### config.mk
export PLATFORM = sky130hd
export DESIGN_NAME = fifo_rd_stream
export DESIGN_NICKNAME = d
export VERILOG_FILES = /design/src/rtl/fifo_rd_stream.sv
export SDC_FILE = /design/constraint.sdc
export NUM_CORES = 1
export LEC_CHECK = 0
export CORE_MARGIN = 2
export CORE_UTILIZATION = 42
export CTS_CLUSTER_SIZE = 20
export DETAILED_ROUTE_END_ITERATION = 12
export GPL_ROUTABILITY_DRIVEN = 0
export PLACE_DENSITY = 0.75
export SLEW_MARGIN = 20
export SYNTH_ARGS = -nofsm -noshare
export SYNTH_HDL_FRONTEND = slang
export SYNTH_SLANG_ARGS = --single-unit
### constraint.sdc
create_clock -name clk_r -period 2.6 [get_ports clk_r]
set_input_delay 0.52 -clock clk_r [delete_from_list [all_inputs] [get_ports clk_r]]
set_output_delay 0.52 -clock clk_r [all_outputs]
set_load 0.01 [all_outputs]
### src/rtl/fifo_rd_stream.sv
// Read-side drain stage for the async FIFO: issues r_en against empty, absorbs the
// one-cycle read latency in a 2-entry buffer and presents words on a valid/ready stream.
module fifo_rd_stream #(
  parameter int fifo_data_size = 16,
  parameter int burst_len      = 4,
  parameter int cnt_width      = 16
) (
  input  logic                      clk_r,
  input  logic                      rst_r,
  input  logic                      rd_go,
  input  logic                      empty,
  input  logic                      almost_empty,
  output logic                      r_en,
  input  logic [fifo_data_size-1:0] fifo_dout,
  output logic                      m_valid,
  input  logic                      m_ready,
  output logic [fifo_data_size-1:0] m_data,
  output logic                      m_last,
  output logic                      busy,
  output logic                      low_water,
  output logic [cnt_width-1:0]      word_cnt
);

  localparam int beat_w = (burst_len > 1) ? $clog2(burst_len) : 1;
  localparam logic [beat_w-1:0] beat_max = beat_w'(burst_len - 1);

  logic [1:0]                occ_reg, occ_next;
  logic                      pend_reg;
  logic [fifo_data_size-1:0] entry_reg  [0:1];
  logic [fifo_data_size-1:0] entry_next [0:1];
  logic [beat_w-1:0]         beat_reg, beat_next;
  logic [cnt_width-1:0]      word_cnt_reg;
  logic                      low_water_reg;
  logic                      pop;
  logic                      push;
  logic [2:0]                committed;

  assign pop  = m_valid & m_ready;
  assign push = pend_reg;

  // Slots already spoken for after this edge: held words plus the read in flight.
  assign committed = {1'b0, occ_reg} + {2'b00, pend_reg} - {2'b00, pop};
  assign r_en      = rst_r & rd_go & ~empty & (committed < 3'd2);

  assign m_valid   = (occ_reg != 2'd0);
  assign m_data    = entry_reg[0];
  assign m_last    = m_valid & (beat_reg == beat_max);
  assign busy      = m_valid | pend_reg;
  assign low_water = low_water_reg;
  assign word_cnt  = word_cnt_reg;

  always_comb begin
    occ_next      = occ_reg;
    entry_next[0] = entry_reg[0];
    entry_next[1] = entry_reg[1];
    case ({push, pop})
      2'b10: begin
        if (occ_reg == 2'd0) entry_next[0] = fifo_dout;
        else                 entry_next[1] = fifo_dout;
        occ_next = occ_reg + 2'd1;
      end
      2'b01: begin
        entry_next[0] = entry_reg[1];
        occ_next      = occ_reg - 2'd1;
      end
      2'b11: begin
        // Occupancy is unchanged; the arriving word lands behind whatever survives the pop.
        if (occ_reg == 2'd1) begin
          entry_next[0] = fifo_dout;
        end else begin
          entry_next[0] = entry_reg[1];
          entry_next[1] = fifo_dout;
        end
      end
      default: ;
    endcase
  end

  always_comb begin
    beat_next = beat_reg;
    if (pop) beat_next = (beat_reg == beat_max) ? '0 : beat_reg + beat_w'(1);
  end

  generate
    for (genvar gi = 0; gi < 2; gi++) begin : g_entry
      always_ff @(posedge clk_r or negedge rst_r) begin
        if (!rst_r) entry_reg[gi] <= '0;
        else        entry_reg[gi] <= entry_next[gi];
      end
    end
  endgenerate

  always_ff @(posedge clk_r or negedge rst_r) begin
    if (!rst_r) begin
      occ_reg       <= 2'd0;
      pend_reg      <= 1'b0;
      beat_reg      <= '0;
      word_cnt_reg  <= '0;
      low_water_reg <= 1'b0;
    end else begin
      occ_reg       <= occ_next;
      pend_reg      <= r_en;
      beat_reg      <= beat_next;
      low_water_reg <= almost_empty;
      if (pop) word_cnt_reg <= word_cnt_reg + cnt_width'(1);
    end
  end

endmodule
==> results.cfg, run 1 <==
[worst_setup_path]
rr_endpoint = pend_reg
r2r-start = occ_reg[0]
crit_type = flip-flop to primary output
r2r_slack_ns = 0.73
start_kind = flip-flop
cp_max_fo = 2
endpoint_kind = primary output
worstPathRequired_ns = 2.08
reg2reg_depth = 9
arrival_ns = 2.25

[timing]
worst_slack_ns = -0.166
fmax_mhz = 362
setup_viol = 1
drv_slew = 0
worst_slew_pin_slew_ns = 0.683
timing.final.crit_share_pct = 106
relSlewSlack_pct = 54.5
setup_tns_ns = -0.166
rsz0062_at_grt = yes
hold_slack_ns = 0.340
period_minus_slack_ns = 2.77
fin_worst_skew_ns = 0.00644
hold_violations = 0

[drt]
met1_length_um = 2330
wl_met2_um = 2120
final_antenna_net_count = 0
first_iter_violations = 33
drc = 0
drt-total-wl_um = 4700
post_drt_via_cell_ratio = 4.77
wl_per_cell_um = 13.6
num_vias = 1650
wl_met3_um = 219
drtPass1Iterations = 5
top_layer_used = met4

[pwr]
p_sw_w = 0.00108
pwr-share-clk_pct = 19.1
p_int_w = 0.00243
peakVddDrop_v = 0.000471
power_leakage_nw = 1.52
powerDensity_nw_per_um2 = 1050
switching_share_pct = 30.8
p_comb_share_pct = 42.4
seqPwrFrac_pct = 38.5

[clock_network]
cts_buffer_depth = 2
clock_sinks = 54
worstSkewPairLatency_ns = 0.30
cts_buffers = 5
root_buffer = clkbuf_8
cts_tree = yes
htreeDepth = 2
cts.clk_slew.worst_paths_ns = 0.09

[floorplanning]
die-area_um2 = 6750
ios = 59
rows = 28
die_h_um = 82.1
die_w_um = 82.1
core_um2 = 5920
start_util_pct = 43.3

[final_layout]
diodes = 0
area_growth_pct = 30.6
finalNetCount = 298
drive_above_1_share_pct = 19.9
num-fill-cells = 519
fin_area_um2 = 3350

[placement]
place_area_um2 = 3180
dp_hpwl_um = 3270
place_ws_ns = -0.796
port_buffers = 58

[grt]
grt_overflow = 0
grt_pass1_vias = 1664
grt_start_max_net_pins = 55
antenna_found_initial = 0
grtUsageTotal_pct = 15.2
grt_pass1_wl_um = 7810

[run]
cap_violations = 0

[hold_path]
min_path_type = primary input to asynchronous set/reset pin

[synth]
syn_area_um2 = 2560
syn_nets = 242
ys_seq_area_share_pct = 52.7
avgSynthCellArea_um2 = 12.0
synth-seq-cells = 54
ys_types = 35
ys_warn_count = 0
netlist_instances = 214

[run_status]
outcome = finished with violations
violations = negative setup slack
## cell families after synthesis
kind of cell | after synthesis | share of synthesized area (%)
and+or+nand+nor | 57 | 10.9
AOI/OAI and AO/OA | 20 | 4.44
xor gates and xnor gates | 18 | 6.15
muxes | 32 | 14.7
DFF | 54 | 52.7
adders and majority gates | 6 | 3.22
buffers and inverters | 27 | 7.86
## synth_stat cells
library cell  count  area [µm²]
dfrtp_1          54        1350
nand2_1          30         113
o21ai_0          17        85.1
buf_4            16         120
mux2i_1          16         160
xnor2_1          16         140
mux2_4           10         150
mux2_2            6        67.6
nand3_1           6        30.0
ha_1              5        62.6
nand4_1           5        31.3
and3_1            3        18.8
buf_2             3        15.0
inv_1             3        11.3
nor2_1            3        11.3
xor2_1            2        17.5
a21o_1            1        7.51
a21oi_1           1        5.00
a21oi_4           1        16.3
and2b_1           1        7.51
and4_1            1        8.76
buf_12            1        20.0
buf_6             1        11.3
buf_8             1        15.0
clkbuf_2          1        5.00
fa_1              1        20.0
inv_2             1        3.75
nand2_2           1        6.26
nand2b_1          1        6.26
nand4b_1          1        8.76
nor2_2            1        6.26
nor2b_2           1        8.76
nor3_1            1        5.00
or2_4             1        8.76
or2b_2            1        8.76
## worst max-delay path, cell delays in order, from the launching register on
cell      delay (ns)
dfrtp_1         0.37
inv_2           0.05
ha_4            0.16
nor2b_4         0.13
inv_4           0.05
ha_4            0.20
nand2b_4        0.13
fa_1            0.50
nand4b_1        0.10
nor2_2          0.10
buf_2           0.14
## metrics by stage
| stage | util, % | total power [W] | std cells |
|---|---|---|---|
| floorplan | - | 0.00235 | 214 |
| global route | 56.5 | 0.00378 | 346 |
| finish | 56.5 | 0.00352 | 346 |
| CTS | 56.3 | 0.00356 | 344 |
| global placement | 53.8 | 0.00279 | 336 |
| detailed placement | 53.8 | 0.00284 | 336 |
## cells in the final DEF (no fill, tap or decap), types with 2 or more instances in the layout
cell,instances
and3_1,3
mux2i_1,16
clkdlybuf4s50_1,55
buf_4,13
buf_2,2
nand3_1,6
nand2_1,30
ha_4,2
inv_2,2
ha_1,3
clkbuf_8,6
bufinv_16,2
o21ai_0,17
mux2_2,6
nor2_2,2
xnor2_1,16
dfrtp_1,54
mux2_4,10
xor2_1,2
nor2_1,2
nand4_1,5
## repair_timing
item / 4_1_cts / 5_1_grt
setup buffers: 0 / 2
resized for setup: 8 / 0
hold buffers: 0 / 0
pin swaps: 1 / 1
setup endpoints to repair: 1 / 1
## power groups by stage
stage | sequential [W] | clock [W] | combinational (W)
floorplan | 0.00136 | 0 | 0.000989
global placement | 0.00136 | 0 | 0.00144
detailed placement | 0.00137 | 0 | 0.00147
CTS | 0.00136 | 0.000701 | 0.00150
global route | 0.00140 | 0.000723 | 0.00166
finish | 0.00136 | 0.000672 | 0.00149
## layer usage
| layer | vias to the layer above | GRT usage (%) |
|---|---|---|
| met2 | 40 | 25.0 |
| met3 | 2 | 3.48 |
| met1 | 790 | 20.4 |
| met5 | - | 0 |
| met4 | 0 | 4.00 |
| li1 | 818 | - |
## cell type report
cell class                 instances  area (µm²)  area share [%]
inverter                           4        17.5           0.523
multi-input combinational        133        1050            31.5
timing repair buffer              72         687            20.5
tap                               75        93.8            2.80
clock buffer                       6        82.6            2.47
clock inverter                     2        60.1            1.79
sequential                        54        1350            40.4
## worst max path at each step
| stage | start | end | cells after the start |
|---|---|---|---|
| after global placement | m_ready | r_en | 9 |
| after detailed placement | m_ready | r_en | 9 |
| after floorplan | occ_reg[1] | r_en | 10 |
| final | occ_reg[0] | r_en | 10 |
| after global routing | occ_reg[1] | r_en | 10 |
| after CTS | occ_reg[0] | r_en | 10 |
Power figures use the tool's default switching activity.
==> run 2, diff against run 1 <==
Settings changed: CAP_MARGIN set to 20, PLACE_DENSITY 0.75 to 0.72.
Clock period 2.6 ns to 2.9 ns, I/O delays scaled along.
==> results.cfg, run 2 (synthesis results as in run 1) <==
[drt]
wl_per_cell_um = 13.5
post_drt_via_cell_ratio = 4.80
final_antenna_net_count = 0
first_iter_violations = 99
drc = 0
num_vias = 1681
drtPass1Iterations = 4
drt-total-wl_um = 4720

[pwr]
p_int_w = 0.00209
pwr-share-clk_pct = 16.4
powerDensity_nw_per_um2 = 928
power_leakage_nw = 1.53
p_comb_share_pct = 44.3
total_power_w = 0.00309
p_sw_w = 0.000998
peakVddDrop_v = 0.000467
seqPwrFrac_pct = 39.3
switching_share_pct = 32.3

[timing]
relSlewSlack_pct = 54.9
drv_slew = 0
timing.final.crit_share_pct = 100
worst_slew_pin_slew_ns = 0.677
setup_tns_ns = -0.00734
hold_violations = 0
setup_viol = 1
fmax_mhz = 344
rsz0062_at_grt = yes
period_minus_slack_ns = 2.91
fin_worst_skew_ns = 0.00517
worst_slack_ns = -0.00734

[worst_setup_path]
crit_path_max_incr_delay_ns = 0.51
crit_type = flip-flop to primary output
worstSetupStartpoint = occ_reg[1]
rr_endpoint = entry_reg[7]
endpoint_kind = primary output
r2r_slack_ns = 0.75
cp-endpoint = r_en
path_cells = inv_2 > ha_4 > nor2b_4 > inv_2 > ha_4 > nand2b_4 > fa_1 > nand4b_1 > nor2_2 > buf_2
arrival_ns = 2.33
worstPathRequired_ns = 2.32
reg2reg_depth = 8
critPathSlowestCell = fa_1
r2r-start = occ_reg[0]
cp_max_fo = 2
start_kind = flip-flop

[floorplanning]
die_h_um = 82.1
die_w_um = 82.1
start_util_pct = 43.3
die-area_um2 = 6750
rows = 28
ios = 59
core_um2 = 5920

[clock_network]
root_buffer = clkbuf_8
worstSkewPairLatency_ns = 0.30
cts.clk_slew.worst_paths_ns = 0.10
cts_buffer_depth = 2
clock_sinks = 54
htreeDepth = 2
cts_tree = yes
cts-hold-fix-buffers = 0
cts_buffers = 5

[run_status]
violations = negative setup slack
outcome = finished with violations

[final_layout]
final_cell_count_no_fill = 350
layout_commonest_cell = clkdlybuf4s50_1
diodes = 0
finalNetCount = 302
layout_common_cells = clkdlybuf4s50_1 (55), dfrtp_1 (54), nand2_1 (30), buf_4 (18), o21ai_0 (17)
area_growth_pct = 30.0
drive_above_1_share_pct = 21.1

[grt]
grt_overflow = 0
grt_start_max_net_pins = 55
grt_pass1_vias = 1628
grtUsageTotal_pct = 14.8
grt_pass1_wl_um = 7580
antenna_found_initial = 0

[run]
cap_violations = 0

[placement]
dp_hpwl_um = 3090
dp_cells = 336
port_buffers = 58

[hold_path]
min_path_type = primary input to asynchronous set/reset pin
## run 2: power by group through the flow
stage | Sequential, W | Clock, W | Combinational, W
4_1_cts | 0.00121 | 0.000528 | 0.00133
6_report | 0.00121 | 0.000507 | 0.00137
2_1_floorplan | 0.00122 | 0 | 0.000852
3_3_place_gp | 0.00121 | 0 | 0.00125
5_1_grt | 0.00125 | 0.000558 | 0.00151
3_5_place_dp | 0.00123 | 0 | 0.00128
## run 2: metal layers
| layer | wire, µm | global-route usage [%] |
|---|---|---|
| met1 | 2190 | 20.0 |
| met2 | 2210 | 23.4 |
| met3 | 286 | 4.13 |
| met5 | 0 | 0 |
| met4 | 34 | 4.00 |
## run 2: critical path: cells and delay by family, from the launching register on
family | cells | cell delay [ns]
adder cells (fa/ha/maj) | 3 | 0.88
buffers and inverters | 3 | 0.25
flip-flops | 1 | 0.38
AND/OR/NAND/NOR | 4 | 0.53
## run 2: worst min-delay path by stage
| stage | endpoint | depth (start not counted) | from | slack [ns] |
|---|---|---|---|---|
| global route | word_cnt[15] | 1 | word_cnt[15] | 0.49 |
| global placement | beat_reg[1] | 2 | beat_reg[1] | 0.46 |
| finish | m_data[1] | 2 | rst_r | 0.46 |
| detailed placement | beat_reg[1] | 2 | beat_reg[1] | 0.47 |
| CTS | pend_reg | 2 | rst_r | 0.47 |
| floorplan | beat_reg[0] | 0 | rst_r | 0.28 |
## run 2: layout make-up
class	instances	area (µm²)
Sequential cell	54	1350
Inverter	4	15.0
Clock buffer	5	68.8
Timing Repair Buffer	76	704
Multi-Input combinational cell	133	1050
Fill cell	510	2590
Clock inverter	3	43.8
Tap cell	75	93.8
## run 2: stage by stage
stage | hold slack [ns] | worst slack, ns | utilization (%) | cell area (µm²)
floorplan | 0.284 | 0.000663 | - | 2560
global placement | 0.461 | -0.655 | 53.0 | 3140
detailed placement | 0.467 | -0.693 | 53.0 | 3140
CTS | 0.470 | 0.0260 | 55.6 | 3290
global route | 0.491 | -0.120 | 56.3 | 3330
finish | 0.458 | -0.00734 | 56.3 | 3330
## run 2: repair_timing
action / in CTS / in global routing
pin swaps: 1 / 1
setup endpoints to repair: 1 / 1
setup buffers: 2 / 4
gates resized for setup: 9 / 4
hold endpoints to repair: 0 / 0
